File: config.mk
export PLATFORM = sky130hd
export DESIGN_NAME = bitfusion_dot_ctrl
export DESIGN_NICKNAME = d
export VERILOG_FILES = /design/src/rtl/bitfusion_dot_ctrl.sv
export SDC_FILE = /design/constraint.sdc
export NUM_CORES = 1
export LEC_CHECK = 0
export CAP_MARGIN = 20
export CORE_AREA = 3 3 80 138
export CTS_BUF_LIST = sky130_fd_sc_hd__clkbuf_8
export DETAILED_ROUTE_END_ITERATION = 8
export DIE_AREA = 0 0 83 141
export MAX_ROUTING_LAYER = met4
export PLACE_DENSITY = 0.73
export SYNTH_ARGS = -nofsm -noshare
export SYNTH_HDL_FRONTEND = slang
export SYNTH_SLANG_ARGS = --single-unit
File: constraint.sdc
create_clock -name CLK_125MHZ_FPGA -period 5.5 [get_ports CLK_125MHZ_FPGA]
set_input_delay 1.65 -clock CLK_125MHZ_FPGA [delete_from_list [all_inputs] [get_ports CLK_125MHZ_FPGA]]
set_output_delay 1.65 -clock CLK_125MHZ_FPGA [all_outputs]
set_load 0.05 [all_outputs]
File: src/rtl/bitfusion_dot_ctrl.sv
// Dot-product job sequencer for the 4-bit fused BitFusion multiplier: streams masked
// operand pairs into the multiplier and accumulates extended partial sums.
module bitfusion_dot_ctrl #(
  parameter int ACC_W       = 16,
  parameter int MUL_LATENCY = 1
) (
  input  logic             CLK_125MHZ_FPGA,
  input  logic             rst,
  input  logic             cfg_valid,
  output logic             cfg_ready,
  input  logic [7:0]       cfg_len,
  input  logic [2:0]       cfg_in_width,
  input  logic [2:0]       cfg_weight_width,
  input  logic             cfg_s_in,
  input  logic             cfg_s_weight,
  input  logic             op_valid,
  output logic             op_ready,
  input  logic [3:0]       op_in,
  input  logic [3:0]       op_weight,
  output logic [3:0]       pe_in,
  output logic [3:0]       pe_weight,
  output logic [2:0]       pe_in_width,
  output logic [2:0]       pe_weight_width,
  output logic             pe_s_in,
  output logic             pe_s_weight,
  input  logic [7:0]       pe_psum,
  output logic             res_valid,
  input  logic             res_ready,
  output logic [ACC_W-1:0] res_data,
  output logic             res_overflow,
  output logic             res_err
);

  // state | meaning
  // IDLE  | waiting for a job, cfg_ready high
  // RUN   | issuing operand pairs until len have been accepted
  // DRAIN | waiting for the in-flight products to be captured
  // DONE  | result held on res_* until res_ready
  typedef enum logic [1:0] {S_IDLE, S_RUN, S_DRAIN, S_DONE} state_t;

  state_t                 state, state_nxt;
  logic [7:0]             len_q, issued_q, captured_q, captured_nxt;
  logic [MUL_LATENCY-1:0] tag_q;
  logic [ACC_W-1:0]       acc_q, psum_ext, sum;
  logic                   carry, cap, sgn, add_ovf;
  logic                   cfg_fire, op_fire, widths_ok;

  function automatic logic width_legal(input logic [2:0] w);
    return (w == 3'd1) || (w == 3'd2) || (w == 3'd4);
  endfunction

  function automatic logic [3:0] mask_op(input logic [3:0] v, input logic [2:0] w);
    case (w)
      3'd1:    return {3'b000, v[0]};
      3'd2:    return {2'b00, v[1:0]};
      default: return v;
    endcase
  endfunction

  assign cfg_ready    = (state == S_IDLE);
  assign op_ready     = (state == S_RUN);
  assign res_valid    = (state == S_DONE);
  assign cfg_fire     = cfg_valid & cfg_ready;
  assign op_fire      = op_valid & op_ready;
  assign widths_ok    = width_legal(cfg_in_width) & width_legal(cfg_weight_width);
  assign cap          = tag_q[MUL_LATENCY-1];
  assign captured_nxt = captured_q + {7'd0, cap};

  // Products are sign-extended whenever either operand is signed.
  assign sgn      = pe_s_in | pe_s_weight;
  assign psum_ext = {{(ACC_W-8){sgn & pe_psum[7]}}, pe_psum};
  assign {carry, sum} = {1'b0, acc_q} + {1'b0, psum_ext};
  assign add_ovf  = sgn ? ((acc_q[ACC_W-1] == psum_ext[ACC_W-1]) &&
                           (sum[ACC_W-1] != acc_q[ACC_W-1]))
                        : carry;

  always_comb begin
    state_nxt = state;
    case (state)
      S_IDLE:  if (cfg_fire) begin
                 if (!widths_ok || cfg_len == 8'd0) state_nxt = S_DONE;
                 else                               state_nxt = S_RUN;
               end
      S_RUN:   if (op_fire && (issued_q + 8'd1 == len_q)) state_nxt = S_DRAIN;
      S_DRAIN: if (captured_nxt == len_q) state_nxt = S_DONE;
      S_DONE:  if (res_ready) state_nxt = S_IDLE;
      default: state_nxt = S_IDLE;
    endcase
  end

  always_ff @(posedge CLK_125MHZ_FPGA or posedge rst) begin
    if (rst) begin
      state           <= S_IDLE;
      len_q           <= '0;
      issued_q        <= '0;
      captured_q      <= '0;
      tag_q           <= '0;
      acc_q           <= '0;
      res_overflow    <= 1'b0;
      res_err         <= 1'b0;
      pe_in           <= '0;
      pe_weight       <= '0;
      pe_in_width     <= 3'd4;
      pe_weight_width <= 3'd4;
      pe_s_in         <= 1'b0;
      pe_s_weight     <= 1'b0;
    end else begin
      state    <= state_nxt;
      tag_q[0] <= op_fire;
      for (int i = 1; i < MUL_LATENCY; i++) tag_q[i] <= tag_q[i-1];

      if (cfg_fire) begin
        len_q           <= cfg_len;
        issued_q        <= '0;
        captured_q      <= '0;
        acc_q           <= '0;
        res_overflow    <= 1'b0;
        res_err         <= ~widths_ok;
        pe_in_width     <= cfg_in_width;
        pe_weight_width <= cfg_weight_width;
        pe_s_in         <= cfg_s_in;
        pe_s_weight     <= cfg_s_weight;
      end else begin
        if (op_fire) begin
          pe_in     <= mask_op(op_in, pe_in_width);
          pe_weight <= mask_op(op_weight, pe_weight_width);
          issued_q  <= issued_q + 8'd1;
        end
        if (cap) begin
          acc_q        <= sum;
          captured_q   <= captured_nxt;
          res_overflow <= res_overflow | add_ovf;
        end
      end
    end
  end

  assign res_data = acc_q;

endmodule
==> results.json <==
{
  "filler_cell_count": 985,
  "avgSynthCellArea_um2": 8.55,
  "drt_iter0_drc": 196,
  "worst_setup_path_end_kind": "register",
  "drive_gt1_share_pct": 7.65,
  "critical_path_class": "in -> reg",
  "ys.flop_type": "dfrtp_1",
  "worstSetupStartpoint": "pe_psum[0]",
  "timing.final.hold_violations": 0,
  "hold_slack_final_ps": 478,
  "port-buffer-count": 73,
  "worstReg2RegStart": "pe_s_weight$_DFFE_PP0P_",
  "syn2layout_area_growth_pct": 27.1,
  "design.die.area_um2": 11700,
  "maxCapViolations": 0,
  "clkTransAtPathRegs_ps": 70,
  "synth-edff-count": 0,
  "timing_max_transition_violations_final": 0,
  "clock_tree_from_tritoncts": "yes",
  "first_global_vias": 3774,
  "route.detailed.vias_per_inst": 5.47,
  "synth.yosys.warnings": 0,
  "largest_net_degree_at_the_start_of_global_routing": 37,
  "vdd_ir_drop_max_mv": 0.336,
  "post_cts_resized": 0,
  "gp_weighted_congestion": 0.899,
  "detail_route.drc_violations": 0,
  "clock-skew-final_ps": 2.76,
  "netlist_top_cells_area": "dfrtp_1, nand2_1, ha_1, xnor2_1, xor2_1",
  "final.min_clock_period_ps": 3870,
  "power.density_cell_area_nw_per_um2": 574,
  "syn-instance-count": 462,
  "timing.critical_path.required_ps": 5740,
  "power_frac_comb_pct": 55.4,
  "synth.largest_area_cell": "dfrtp_1",
  "fp.dieH_um": 141,
  "initial_core_util_pct": 39.6,
  "critPathMaxFanout": 7,
  "antenna-diode-count": 0,
  "leading_cell_type_in_the_layout_fill_and_taps_excluded": "nand2_1",
  "place_hpwl_mm": 7.97,
  "p_int_mw": 1.51,
  "final_min_period_over_clock_period_pct": 70.3,
  "mostFrequentLayoutCells": "nand2_1, clkdlybuf4s50_1, dfrtp_1",
  "startpoint_of_the_lowest_slack_hold_path": "pe_in[1]$_DFFE_PP0P_",
  "yosysTopAreaCellShare_pct": 37.4,
  "timing.critical_path.arrival_ps": 4100,
  "path_type_of_the_worst_min_delay_path": "reg -> reg",
  "largest_buffer_count_on_any_clock_path": 2,
  "die_width_um": 83,
  "detailroute.via_count": 3615,
  "core.rowCount": 48,
  "worst_slew_pin_tran_ps": 913,
  "seq_area_frac_synth_pct": 38.7,
  "synth_area_um2": 3950,
  "relSlewSlack_pct": 39.1,
  "drt-wirelength-per-cell_um": 16.0,
  "htree_num_levels": 3,
  "cts_buf_count": 9,
  "yosysUniqueCellTypes": 68,
  "setup_viol": 0,
  "antenna_found_initial": 0,
  "max_freq_mhz": 259,
  "global_route.overflow_total": 0,
  "global_route_wire_length_before_repair_mm": 17.5,
  "synth-seq-cells": 61,
  "post_cts.repair.setup_buffers": 0,
  "io_pins": 74,
  "seq_pwr_share_pct": 27.7,
  "grtUsageTotal_pct": 19.1,
  "critical_path.startpoint_type": "input pin",
  "clockPowerShare_pct": 16.9,
  "power_switching_mw": 1.37,
  "setup_total_negative_slack_ps": 0,
  "finalWirelength_mm": 10.6,
  "detail-route-antenna-nets": 0,
  "numClockSinks": 61,
  "syn-num-nets": 518,
  "core-area_um2": 9970,
  "rsz_0062_raised_after_global_routing": "false",
  "final_nets": 587,
  "p_leak_nw": 2.25,
  "post_cts_hold_buffer_count": 0,
  "ys_async_sr_fraction_pct": 100,
  "p_sw_share_pct": 47.6,
  "drt_pre_antenna_iters": 4,
  "run_status": "complete, no violations",
  "insertion_delay_ps": 340,
  "cts_root_buf": "clkbuf_8"
}
==> cell usage after synthesis, types with 2 or more instances <==
library cell	n
ha_1	18
xnor2_1	22
o2111ai_1	3
nor3_1	15
buf_6	3
inv_1	14
nand3_1	11
a31oi_1	3
dfrtp_1	59
nor3b_1	3
nor2b_1	2
nand4_1	7
or3_1	2
a21oi_2	2
o21ai_1	6
nand2_1	93
o31ai_1	2
buf_1	4
and3_1	2
o21ai_0	19
nor2_1	48
a21o_1	5
o21a_1	3
nand2b_1	5
a22oi_1	2
nor4_1	4
xor2_1	21
clkbuf_1	12
dfstp_2	2
mux2i_1	8
a211oi_1	5
and2_1	3
a21oi_1	15
o22ai_1	4
a211o_1	2
==> final timing paths <==
path	endpoint	slack [ps]	cells after the start
setup / recovery	res_data[12]$_DFFE_PP0P_	1630	11
min in group asynchronous	res_data[12]$_DFFE_PP0P_	1770	2
hold / removal	pe_in[1]$_DFFE_PP0P_	480	2
setup reg to reg	res_overflow$_DFFE_PP0P_	2930	10
max in group asynchronous	pe_weight_width[2]$_DFFE_PP1P_	2830	3
hold reg to reg	pe_in[1]$_DFFE_PP0P_	480	2
==> registers in the layout, summed over array words and instances, names as in the netlist <==
name and cells:
res_err 1, pe_s_weight 1, pe_in_width 3, res_overflow 1, issued_q 8, pe_weight 4, pe_in 4, state 2
len_q 8, cap 1, pe_s_in 1, res_data 16, captured_q 8, pe_weight_width 3
==> per-stage QoR <==
stage               worst slack, ps  cell area, um2  util (%)  cells  total power [mW]
floorplan                      1940            3950         -    462              1.93
global placement               1030            4770      47.8    644              2.36
detailed placement              879            4770      47.8    644              2.39
CTS                            1290            5010      50.3    660              2.89
global route                   1410            5020      50.4    661              3.07
finish                         1630            5020      50.4    661              2.88
==> final cells by class <==
cell class | count | area [um2] | area share, %
multi-input cells | 364 | 2250 | 44.9
repair buffers | 79 | 776 | 15.5
clock inverters | 3 | 65.1 | 1.30
flip-flops and latches | 61 | 1530 | 30.5
well taps | 125 | 156 | 3.12
inverters | 16 | 60.1 | 1.20
clock buffers | 13 | 179 | 3.56
==> cell families after synthesis <==
logic type / count (synthesis) / synth area share [%]
flops: 61 / 38.7
compound gates: 90 / 16.3
mux: 9 / 2.31
xor+xnor: 43 / 9.53
simple gates: 203 / 22.8
fa+ha+maj: 19 / 6.21
buf+inv: 37 / 4.21
==> layer usage <==
metal / part of all wire [%] / global-route usage [%]
met1: 38 / 18.6
met2: 55 / 35.1
met3: 3.0 / 3.45
met4: 4.2 / 10.7
met5: 0 / -
==> power by group through the flow <==
stage / registers, mW / logic (mW) / clock network (mW)
after global placement: 0.794 / 1.56 / 0
after detailed placement: 0.801 / 1.59 / 0
after global routing: 0.821 / 1.73 / 0.519
after CTS: 0.796 / 1.60 / 0.500
final: 0.797 / 1.60 / 0.487
after floorplan: 1.10 / 0.833 / 0
==> worst max-delay path, stage by stage <==
cell             delay, ps
clkdlybuf4s50_1        460
ha_1                   200
inv_1                   70
fa_1                   380
nor2b_1                250
o2111ai_1              180
and3_1                 300
o211a_1                240
o21ai_1                150
xnor2_1                 70
and2_1                 150
Note: power is estimated with default switching activity, not from simulation.
